### config.mk
export PLATFORM = sky130hd
export DESIGN_NAME = poly_key_synth
export DESIGN_NICKNAME = d
export VERILOG_FILES = /design/src/rtl/poly_key_synth.sv
export SDC_FILE = /design/constraint.sdc
export NUM_CORES = 1
export LEC_CHECK = 0
export BUFFER_PORTS_ARGS = -buffer_cell sky130_fd_sc_hd__buf_2
export CORE_UTILIZATION = 55
export CTS_CLUSTER_SIZE = 25
export DETAILED_ROUTE_END_ITERATION = 8
export PLACE_DENSITY = 0.77
export SYNTH_ARGS = -nofsm -noshare
export SYNTH_HDL_FRONTEND = slang
export SYNTH_SLANG_ARGS = --single-unit
### constraint.sdc
create_clock -name clk -period 7.2 [get_ports clk]
set_input_delay 2.16 -clock clk [delete_from_list [all_inputs] [get_ports clk]]
set_output_delay 2.16 -clock clk [all_outputs]
set_load 0.05 [all_outputs]
### src/rtl/poly_key_synth.sv
// Polyphonic PS/2 keyboard synth: scan-byte parser, voice allocator with oldest-voice stealing,
// per-voice square oscillators, popcount mixer and first-order delta-sigma speaker output.
module poly_key_synth #(
  parameter int NUM_VOICES = 4,
  parameter int CNT_W      = 20,
  localparam int LVL_W     = $clog2(NUM_VOICES + 1)
) (
  input  logic                  clk,
  input  logic                  rst_n,
  input  logic                  scan_valid,
  input  logic [7:0]            scan_code,
  input  logic                  all_off,
  output logic [NUM_VOICES-1:0] voice_active,
  output logic [LVL_W-1:0]      mix_level,
  output logic                  voice_steal,
  output logic                  speaker
);

  localparam int               IDX_W   = (NUM_VOICES > 1) ? $clog2(NUM_VOICES) : 1;
  localparam logic [IDX_W-1:0] AGE_MAX = IDX_W'(NUM_VOICES - 1);
  localparam logic [LVL_W:0]   ACC_N   = (LVL_W + 1)'(NUM_VOICES);

  typedef enum logic [1:0] {ST_IDLE, ST_BRK, ST_EXT, ST_EXT_BRK} state_e;

  function automatic logic [CNT_W-1:0] note_half_period(input logic [7:0] code);
    case (code)
      8'h15:        return CNT_W'(20'h5D2EF);
      8'h1D:        return CNT_W'(20'h530A8);
      8'h24:        return CNT_W'(20'h49FB6);
      8'h2D:        return CNT_W'(20'h45C12);
      8'h2C:        return CNT_W'(20'h3E47E);
      8'h35:        return CNT_W'(20'h377C8);
      8'h3C:        return CNT_W'(20'h316BD);
      8'h43, 8'h1C: return CNT_W'(20'h2EA85);
      8'h1B:        return CNT_W'(20'h29919);
      8'h23:        return CNT_W'(20'h25085);
      8'h2B:        return CNT_W'(20'h22F44);
      8'h34:        return CNT_W'(20'h1F23E);
      8'h33:        return CNT_W'(20'h1BBE4);
      8'h3B:        return CNT_W'(20'h18B76);
      8'h42, 8'h1A: return CNT_W'(20'h17544);
      8'h22:        return CNT_W'(20'h14CBA);
      8'h21:        return CNT_W'(20'h127ED);
      8'h2A:        return CNT_W'(20'h117D1);
      8'h32:        return CNT_W'(20'h0F91F);
      8'h31:        return CNT_W'(20'h0DDF2);
      8'h3A:        return CNT_W'(20'h0C5AF);
      8'h41:        return CNT_W'(20'h0BA8B);
      default:      return '0;
    endcase
  endfunction

  // ---------------- scan-byte parser ----------------
  state_e     state_q, state_d;
  logic       is_prefix, make_ev, brk_ev;
  logic       ev_make_q, ev_brk_q;
  logic [7:0] ev_code_q;

  assign is_prefix = (scan_code == 8'hF0) || (scan_code == 8'hE0);

  always_ff @(posedge clk or negedge rst_n) begin
    if (!rst_n)       state_q <= ST_IDLE;
    else if (all_off) state_q <= ST_IDLE;
    else              state_q <= state_d;
  end

  always_comb begin
    state_d = state_q;
    if (scan_valid) begin
      case (state_q)
        ST_IDLE:    if (scan_code == 8'hF0)      state_d = ST_BRK;
                    else if (scan_code == 8'hE0) state_d = ST_EXT;
        ST_BRK:     if (!is_prefix)              state_d = ST_IDLE;
        ST_EXT:     state_d = (scan_code == 8'hF0) ? ST_EXT_BRK : ST_IDLE;
        default:    state_d = ST_IDLE;
      endcase
    end
  end

  always_comb begin
    // NOTE: every combinational output gets a default first so no path leaves it unassigned (no latch).
    make_ev = 1'b0;
    brk_ev  = 1'b0;
    if (scan_valid && !all_off) begin
      case (state_q)
        ST_IDLE: make_ev = !is_prefix;
        ST_BRK:  brk_ev  = !is_prefix;
        default: ;
      endcase
    end
  end

  // The decoded event is registered; the voice bank acts on it one edge later.
  always_ff @(posedge clk or negedge rst_n) begin
    if (!rst_n) begin
      ev_make_q <= 1'b0;
      ev_brk_q  <= 1'b0;
      ev_code_q <= '0;
    end else begin
      ev_make_q <= make_ev;
      ev_brk_q  <= brk_ev;
      ev_code_q <= scan_code;
    end
  end

  // ---------------- voice bank ----------------
  logic [NUM_VOICES-1:0] act_q, act_d, sq_q, sq_d, hit;
  logic [7:0]            code_q [NUM_VOICES];
  logic [7:0]            code_d [NUM_VOICES];
  logic [CNT_W-1:0]      cnt_q  [NUM_VOICES];
  logic [CNT_W-1:0]      cnt_d  [NUM_VOICES];
  logic [CNT_W-1:0]      voice_hp [NUM_VOICES];
  logic [IDX_W-1:0]      age_q  [NUM_VOICES];
  logic [IDX_W-1:0]      age_d  [NUM_VOICES];
  logic [IDX_W-1:0]      free_idx, steal_idx, best_age, alloc_idx;
  logic                  held, found_free, do_alloc, steal;

  always_comb begin
    held       = 1'b0;
    hit        = '0;
    found_free = 1'b0;
    free_idx   = '0;
    steal_idx  = '0;
    best_age   = age_q[0];
    for (int i = 0; i < NUM_VOICES; i++) begin
      voice_hp[i] = note_half_period(code_q[i]);
      if (act_q[i] && code_q[i] == ev_code_q) begin
        hit[i] = 1'b1;
        held   = 1'b1;
      end
      if (age_q[i] > best_age) begin
        best_age  = age_q[i];
        steal_idx = IDX_W'(i);
      end
    end
    for (int i = NUM_VOICES - 1; i >= 0; i--) begin
      if (!act_q[i]) begin
        found_free = 1'b1;
        free_idx   = IDX_W'(i);
      end
    end
    do_alloc  = ev_make_q && (note_half_period(ev_code_q) != '0) && !held;
    alloc_idx = found_free ? free_idx : steal_idx;
    steal     = do_alloc && !found_free && !all_off;
  end

  always_comb begin
    act_d  = act_q;
    sq_d   = sq_q;
    code_d = code_q;
    cnt_d  = cnt_q;
    age_d  = age_q;
    for (int i = 0; i < NUM_VOICES; i++) begin
      if (act_q[i]) begin
        if (cnt_q[i] == voice_hp[i] - CNT_W'(1)) begin
          cnt_d[i] = '0;
          sq_d[i]  = ~sq_q[i];
        end else begin
          cnt_d[i] = cnt_q[i] + CNT_W'(1);
        end
      end
      if (do_alloc) begin
        if (IDX_W'(i) == alloc_idx) begin
          act_d[i]  = 1'b1;
          code_d[i] = ev_code_q;
          cnt_d[i]  = '0;
          sq_d[i]   = 1'b0;
          age_d[i]  = '0;
        end else if (act_q[i] && age_q[i] != AGE_MAX) begin
          age_d[i] = age_q[i] + IDX_W'(1);
        end
      end
      if (ev_brk_q && hit[i]) begin
        act_d[i] = 1'b0;
        cnt_d[i] = '0;
        sq_d[i]  = 1'b0;
      end
    end
    if (all_off) begin
      act_d = '0;
      sq_d  = '0;
      cnt_d = '{default: '0};
      age_d = '{default: '0};
    end
  end

  always_ff @(posedge clk or negedge rst_n) begin
    if (!rst_n) begin
      // NOTE: the voice arrays are small flop banks, not RAM, so resetting them costs nothing extra.
      act_q  <= '0;
      sq_q   <= '0;
      code_q <= '{default: '0};
      cnt_q  <= '{default: '0};
      age_q  <= '{default: '0};
    end else begin
      act_q  <= act_d;
      sq_q   <= sq_d;
      code_q <= code_d;
      cnt_q  <= cnt_d;
      age_q  <= age_d;
    end
  end

  // ---------------- mixer and delta-sigma ----------------
  logic [LVL_W-1:0] pop, mix_q;
  logic [LVL_W:0]   acc_q, acc_d, acc_sum;
  logic             spk_q, spk_d, steal_q;

  always_comb begin
    pop = '0;
    for (int i = 0; i < NUM_VOICES; i++) pop = pop + LVL_W'(act_q[i] & sq_q[i]);
    acc_sum = acc_q + {1'b0, mix_q};
    if (acc_sum >= ACC_N) begin
      acc_d = acc_sum - ACC_N;
      spk_d = 1'b1;
    end else begin
      acc_d = acc_sum;
      spk_d = 1'b0;
    end
    if (all_off) begin
      acc_d = '0;
      spk_d = 1'b0;
    end
  end

  always_ff @(posedge clk or negedge rst_n) begin
    if (!rst_n) begin
      mix_q   <= '0;
      acc_q   <= '0;
      spk_q   <= 1'b0;
      steal_q <= 1'b0;
    end else begin
      mix_q   <= all_off ? '0 : pop;
      acc_q   <= acc_d;
      spk_q   <= spk_d;
      steal_q <= steal;
    end
  end

  assign voice_active = act_q;
  assign mix_level    = mix_q;
  assign voice_steal  = steal_q;
  assign speaker      = spk_q;

endmodule

# Yosys cells after proc, flatten, opt, wreduce, memory -nomap -nowiden
# Cells that the tools add are included.
# Widths: inputs -> output; s select.
totals:
  regBits: 149
  input_bits: 12
  output_inout_bits: 9
  elab_cells: 367
op_classes:
  n_addsub: 17
  order_cmp: 4
  eq_ne: 141
  n_mux: 110
  bitwise: 8
  n_reduce_logical: 62
ops:
  columns: ["operator", "count"]
  rows:
  - ["$pmux 19 s22", 5]
  - ["$eq 8x6->1 const B", 80]
  - ["$mux 20", 20]
  - ["$eq 8x5->1 const B", 25]
  - ["$eq 8x7->1 const B", 15]
  - ["$add 20x1->20 const B", 4]
  - ["$eq 20x20->1", 4]
  - ["$mux 80", 1]
  - ["$sub 20x1->20 const B", 4]
  - ["$mux 2", 27]
  - ["$mux 1", 50]
  - ["$reduce_bool 3->1", 12]
  - ["$eq 8x8->1", 4]
  - ["$reduce_and 2->1", 12]
  - ["$reduce_bool 20->1", 1]
  - ["$reduce_or 2->1", 10]
  - ["$logic_and 1x1->1", 17]
  - ["$eq 8x8->1 const B", 2]
  - ["$mux 4", 4]
  - ["$add 2x1->2 const B", 4]
  - ["$mux 8", 1]
  - ["$ne 2x2->1 const B", 4]
  - ["$gt 2x2->1", 3]
  - ["$pmux 2 s3", 1]
  - ["other kinds (20)", 32]

# Logic depth before layout (Yosys ltp)
# Gate-level depths: netlist of the first run.
logic_depth:
  word_depth: 12
  ltp_mapped: 23
  ltp_nobuf: 21

# Worst setup path before layout of the first run
# No wires, ideal clock.
synth_path:
  kind: "reg-to-reg"
  from: "register age_q[5] (netlist bit)"
  to: "register cnt_q[20] (netlist bit)"
  setup_time_ps: 121
  arrival_time_ps: 3851
  t_required_ps: 7079
  setup_slack_ps: 3228
  stages_incl_launch_ff: 21
  n_path_buf: 2
  synth_period_minus_slack_ps: 3972
  path_cell_list: "dfrtp_1 -> inv_1 -> ha_1 -> nor2_1 -> o22ai_1 -> o21ai_0 -> ha_1 -> inv_1 -> o22ai_1 -> mux2_2 -> ha_1 -> a21oi_1 -> or2_2 -> o21ai_0 -> nand3_1 -> or2_2 -> clkbuf_1 -> nand2_1 -> o21bai_1 -> buf_2 -> nor2_1"
synth_rtl:
  columns: ["item", "line", "source"]
  rows:
  - ["start: declaration", "113", "logic [IDX_W-1:0] age_q [NUM_VOICES];"]
  - ["start signal: assignment", "200", "age_q <= age_d;"]
  - ["end signal: assignment", "199", "cnt_q <= cnt_d;"]
  - ["end: declaration", "110", "logic [CNT_W-1:0] cnt_q [NUM_VOICES];"]

==> flow_summary_export.csv, run 1 <==
group,metric,value,unit
run_status,outcome,"finished clean",
global_routing,grt_overflow_total,0,
global_routing,groute.usage.overall,30.0,%
pwr,power_frac_comb,28.2,%
timing,setup_tns,0,ns
floorplanning,die_x,166,µm
timing,worst_pin_slew,1.22,ns
cts,cts.clk_slew.worst_paths,0.06,ns
synth,yosysWarningCount,0,
routing,vias,13900,
critical_path,critPathMaxFanout,36,
place,place_hpwl,29400,µm
synth,ys_types,108,
cells_and_area,syn_to_final_growth,3.24,%
cts,cts_buffer_depth,2,
cts,cts_setup_buffers,0,
timing,fin_ws,2.46,ns
floorplanning,rows,59,
cells_and_area,diodes,0,
pwr,irDropWorstVdd,0.160,mV
timing,final.min_clock_period,4.74,ns
critical_path,timing.rr.end,"cnt_q[78]",
global_routing,grt_pass1_wl,68500,µm
pwr,power_frac_clock,35.0,%
routing,wl_per_cell,19.7,µm
run,drv_cap,0,
global_routing,antenna_found_initial,0,
cts,clock_sinks,149,
cts,cts_tree,"yes",
synth,yosysSeqAreaShare,25.3,%
place,port_buffers,20,
floorplanning,die-area,0.0275,mm²
cells_and_area,fin_area,0.0152,mm²
synth,synth_nets,1858,
place,dp_slack,2.50,ns
timing,max_freq,0.211,GHz
critical_path,r2r_setup_slack,2.46,ns
cells_and_area,layout-drive-gt1-share,10.1,%
timing,setup_viol,0,
synth,yosysMostFrequentCell,"nor2_1",
synth,postSynthAreaPerCell,8.11,µm²
cells_and_area,multi_input_area,0.0100,mm²
pwr,swShare,35.5,%
pwr,internal_power,1600,µW
routing,drc,0,
cts,postCtsHoldBufs,0,
synth,postSynthCellCount,1819,
routing,wl,41200,µm
pwr,power_leakage,0.00597,µW
timing,period_share,65.8,%
synth,async_reset_ff_share,100,%
cts,cts_buffers,17,
cts,cts_resized,0,
place,placed_cells,2053,
cts,h-tree-depth,4,
synth,synthTopCellsByArea,"dfrtp_1 (25%), xnor2_1 (6.1%), xor2_1 (4.8%)",
pwr,powerDensity,163,mW/mm²
synth,synthFlopType,"dfrtp_1",
global_routing,grt_max_degree,93,
floorplanning,ios,21,
synth,synthTopCellsByCount,"nor2_1 (163), dfrtp_1 (149), nand2_1 (137)",
critical_path,start_kind,"flip-flop",
synth,ys_ff_latch,149,
synth,synth_edf_count,0,
critical_path,startpoint,"code_q[25]",
critical_path,endpoint_kind,"flip-flop",
critical_path,crit_type,"flip-flop to flip-flop",
place,placed_area,0.0147,mm²
floorplanning,die_h,166,µm
synth,yosys.area.top_type,"dfrtp_1",
worst_hold_path,hold_path.class,"flip-flop to flip-flop",
cells_and_area,regArea,0.00373,mm²
critical_path,r2r_start,"code_q[25]",
critical_path,rr_worst_depth,14,
cells_and_area,nets,1776,
pwr,seqPwrFrac,36.8,%
timing,slew_headroom,17.4,%
critical_path,cp.arrival,5.03,ns
critical_path,crit_end,"cnt_q[78]",
cts,cts_root_buffer,"clkbuf_16",
timing,slew_violations,0,
floorplanning,start_util,56.3,%
timing,hold_viol_final,0,
routing,vias_per_cell,6.69,
synth,synth.cell_area,0.0147,mm²
floorplanning,fp.coreArea,0.0262,mm²
routing,drt_first_pass_iters,6,
timing,skew,0.0137,ns
cells_and_area,fill_cells,2285,
global_routing,grt_pass1_vias,13200,
critical_path,required,7.49,ns
place,place_congestion,0.972,
timing,whs,0.528,ns
synth,synthDominantCellAreaShare,25.3,%
routing,detail-route-antenna-nets,0,
routing,drt-initial-drc-count,1673,
cells_and_area,final_cells,2085,
cts,worstSkewPairLatency,0.44,ns
pwr,power_switching,882,µW
timing,rsz0062_at_grt,"false",
power groups by stage:
| stage | sequential [µW] | combinational (µW) | clock, µW |
|---|---|---|---|
| floorplan | 883 | 626 | 0 |
| global placement | 927 | 689 | 0 |
| detailed placement | 930 | 684 | 0 |
| CTS | 914 | 686 | 882 |
| global route | 922 | 752 | 919 |
| finish | 915 | 699 | 869 |
through the flow:
| step | total power, µW | utilization, % |
|---|---|---|
| floorplan | 1510 | - |
| global placement | 1620 | 56.0 |
| detailed placement | 1610 | 56.0 |
| CTS | 2480 | 58.1 |
| global route | 2590 | 58.1 |
| finish | 2480 | 58.1 |
cell families after synthesis:
group / after synthesis / share of synthesized area [%]
fa+ha+maj: 28 / 2.46
xor+xnor: 184 / 10.9
compound gates: 385 / 18.3
simple gates: 827 / 32.7
flops: 149 / 25.3
mux: 51 / 3.76
buf+inv: 195 / 6.64
metal layers:
layer	up-vias	part of all wire [%]	GRT usage (%)
met3	126	6.8	4.27
li1	6511	-	-
met2	661	46	48.0
met5	-	0	0
met1	6648	43	41.0
met4	0	3.5	11.9
worst max-delay path, cell delays in order, from the launching register on:
cell       delay (ns)
dfrtp_1          1.00
nor2b_1          0.32
nand4_1          0.17
o211a_1          0.21
or3b_2           0.49
inv_1            0.09
ha_1             0.19
inv_1            0.04
or3_1            0.38
nor4_2           0.37
mux2_2           0.40
a221oi_2         0.20
o2111ai_2        0.18
nand3_2          0.46
nor2_2           0.09
sequential cells by signal, indices dropped and copies added (netlist names):
signal        flops
voice_steal       1
acc_q             4
ev_make_q         1
mix_level         3
code_q           32
cnt_q            80
ev_code_q         8
sq_q              4
ev_brk_q          1
age_q             8
speaker           1
voice_active      4
state_q           2
how the worst min path moves through the flow:
stage               start        end  depth (start not counted)
5_1_grt          age_q[1]   age_q[1]                          2
3_3_place_gp   state_q[0]  ev_make_q                          1
3_5_place_dp     age_q[1]   age_q[1]                          2
2_1_floorplan    age_q[1]   age_q[1]                          2
4_1_cts        state_q[0]  ev_make_q                          1
6_report       state_q[0]  ev_make_q                          1
cell type report:
| cell class | instances | share of cell area (%) |
|---|---|---|
| multi-input combinational | 1475 | 65.9 |
| sequential | 149 | 24.5 |
| clock buffer | 19 | 2.84 |
| tap | 335 | 2.75 |
| timing repair buffer | 45 | 1.93 |
| inverter | 49 | 1.21 |
| clock inverter | 13 | 0.838 |
placed cells by master (no fill, tap or decap), drive strengths merged, types with 16 or more instances in the layout:
master,n
buf,45
nor3b,41
nand3,62
nand2b,35
nor4bb,17
nor2b,43
o2111ai,16
or4,17
o211ai,19
and2,29
nor2,183
mux2,35
clkbuf,19
ha,25
and3,22
or3,16
mux2i,16
nor3,38
dfrtp,149
o22ai,21
xor2,81
o21ai,75
a21oi,72
inv,50
xnor2,103
nand4,44
nor4b,25
nand2,137
a31oi,18
nor4,28
o31ai,19
(Power assumes the default switching activity.)
==> run 2, diff against run 1 <==
Settings changed: ABC_AREA set to 1.
Clock period 7.2 ns to 4.8 ns, I/O delays scaled along.
==> run 2 against run 1 <==
Compared with the run above:
- cell count grew 27%
- synthesized cell count grew 27%
- clock-buffer cell count is the same
- critical path depth grew 12
- critical endpoint is now cnt_q[36]
==> flow_summary_export.csv, run 2 <==
group,metric,value,unit
cells_and_area,final_common_cell,"nand2_1",
timing,slew_headroom,43.5,%
cts,cts_buffers,17,
cts,worstSkewPairLatency,0.43,ns
synth,postSynthCellCount,2304,
timing,skew,0.0189,ns
cts,cts_root_buffer,"clkbuf_16",
global_routing,grt_pass1_wl,66400,µm
cts,cts_buffer_depth,2,
critical_path,critPathTopFamily,"simple AND/OR/NAND/NOR gates",
routing,drc,0,
routing,vias,14900,
cells_and_area,nets,2355,
critical_path,endpoint_kind,"flip-flop",
synth,yosysWarningCount,0,
worst_hold_path,hold_path.class,"flip-flop to flip-flop",
floorplanning,die-area,0.0257,mm²
critical_path,path_common_cell,"nor2_1",
timing,fin_ws,0.689,ns
routing,drt_first_pass_iters,6,
timing,setup_tns,0,ns
pwr,powerDensity,235,mW/mm²
synth,async_reset_ff_share,100,%
floorplanning,ios,21,
critical_path,cp.arrival,4.49,ns
place,placed_cells,2621,
cts,postCtsHoldBufs,0,
timing,setup_viol,0,
synth,synth.cell_area,0.0138,mm²
timing,max_freq,0.243,GHz
floorplanning,rows,57,
run,drv_cap,0,
cells_and_area,final_cell_mix,"nand2_1 (682), nor2_1 (331), inv_1 (304), nand3_1 (192), dfrtp_1 (149)",
cts,cts_setup_buffers,0,
cts,cts_resized,0,
synth,postSynthAreaPerCell,5.99,µm²
timing,worst_pin_slew,0.847,ns
critical_path,startpoint,"age_q[5]",
synth,synthFlopType,"dfrtp_1",
synth,yosysMostFrequentCell,"nand2_1",
cts,h-tree-depth,4,
synth,ys_types,53,
critical_path,slowest_delay,0.39,ns
cells_and_area,fin_util,60.2,%
cts,clock_sinks,149,
cells_and_area,fin_area,0.0147,mm²
synth,synthTopCellsByArea,"dfrtp_1 (27%), nand2_1 (19%), nor2_1 (9.0%)",
timing,rsz0062_at_grt,"false",
cells_and_area,final_cells,2652,
place,placed_area,0.0142,mm²
routing,wl,40300,µm
place,place_hpwl,31000,µm
synth,synthTopCellsByCount,"nand2_1 (682), nor2_1 (331), inv_1 (304)",
critical_path,r2r_start,"age_q[5]",
routing,detail-route-antenna-nets,0,
critical_path,crit_type,"flip-flop to flip-flop",
timing,slew_violations,0,
pwr,irDropWorstVdd,0.180,mV
pwr,power_leakage,0.00809,µW
critical_path,timing.critical_path.buf_inv,5,
floorplanning,fp.coreArea,0.0245,mm²
cells_and_area,reg.largest.list,"cnt_q: 80 flops, code_q: 32 flops",
place,place_congestion,0.995,
timing,final.min_clock_period,4.11,ns
global_routing,grt_pass1_vias,14100,
place,dp_slack,0.767,ns
routing,vias_per_cell,5.64,
synth,yosys.area.top_type,"dfrtp_1",
timing,hold_viol_final,0,
cells_and_area,fill_cells,2423,
routing,drt-initial-drc-count,1390,
synth,synth_nets,2343,
routing,wl_per_cell,15.2,µm
global_routing,grt_max_degree,91,
synth,synth_edf_count,0,
cells_and_area,diodes,0,
critical_path,start_kind,"flip-flop",
cells_and_area,syn_to_final_growth,6.63,%
floorplanning,die_h,160,µm
synth,yosysSeqAreaShare,27.0,%
cells_and_area,regMostFlops,"cnt_q",
run_status,outcome,"finished clean",
floorplanning,start_util,56.4,%
worst_hold_path,hp-start,"age_q[7]",
cells_and_area,layout-drive-gt1-share,8.89,%
floorplanning,die_x,160,µm
synth,synthDominantCellAreaShare,27.0,%
global_routing,antenna_found_initial,0,
synth,ys_ff_latch,149,
cts,cts_tree,"yes",
cts,cts.clk_slew.worst_paths,0.07,ns
timing,period_share,85.6,%
critical_path,slowest_stage,"dfrtp_1",
global_routing,groute.usage.overall,31.4,%
critical_path,required,5.18,ns
cells_and_area,largest_register_ffs,80,
place,port_buffers,20,
critical_path,critPathMaxFanout,12,
global_routing,grt_overflow_total,0,
[run 2: tightest hold or removal path, stage by stage, from the launching register on]
cell and delay, ns:
dfrtp_1 0.38, nand2_1 0.06, o21ai_0 0.06
[run 2: layout make-up]
type / count / area (µm²) / area share [%]
timing repair buffer: 30 / 181 / 1.23
sequential: 149 / 3730 / 25.3
multi-input combinational: 1763 / 8510 / 57.8
tap: 324 / 405 / 2.75
inverter: 355 / 1330 / 9.06
clock inverter: 12 / 131 / 0.892
clock buffer: 19 / 433 / 2.94
[run 2: logic make-up after synthesis]
family          Yosys count  synth area share, %
compound gates          231                 9.63
xor+xnor                 41                 2.60
fa+ha+maj                27                 2.56
buf+inv                 392                 11.4
flops                   149                 27.0
simple gates           1464                 46.8
[run 2: through the flow]
step	power, µW	hold slack [ns]
6_report	3460	0.537
5_1_grt	3630	0.563
4_1_cts	3450	0.536
3_5_place_dp	2130	0.494
3_3_place_gp	2120	0.490
2_1_floorplan	1940	0.458
[run 2: layer usage]
metal  share of wire, %  wire, µm  track usage (%)  up-vias
met2                 47     18800             52.3      592
met4                3.0      1220             12.4        0
li1                   -         -                -     7417
met3                6.1      2440             4.49      116
met1                 44     17800             40.9     6824
met5                  0         0                0        -
[run 2: where the power goes]
| group | internal [µW] | switching [µW] | total (µW) | leakage [µW] |
|---|---|---|---|---|
| logic | 241 | 542 | 784 | 0.00578 |
| registers | 1290 | 57.9 | 1350 | 0.00204 |
| clock network | 762 | 561 | 1320 | 0.000265 |
| total | 2300 | 1160 | 3460 | 0.00809 |
[run 2: path summary, 6_finish.rpt]
kind,slack [ns],endpoint,cells after the start
max,0.69,cnt_q[36],26
min,0.54,age_q[7],2
max reg2reg,0.69,cnt_q[36],26
min reg2reg,0.54,age_q[7],2
max in group asynchronous,2.88,cnt_q[45],2
min in group asynchronous,1.04,cnt_q[9],1
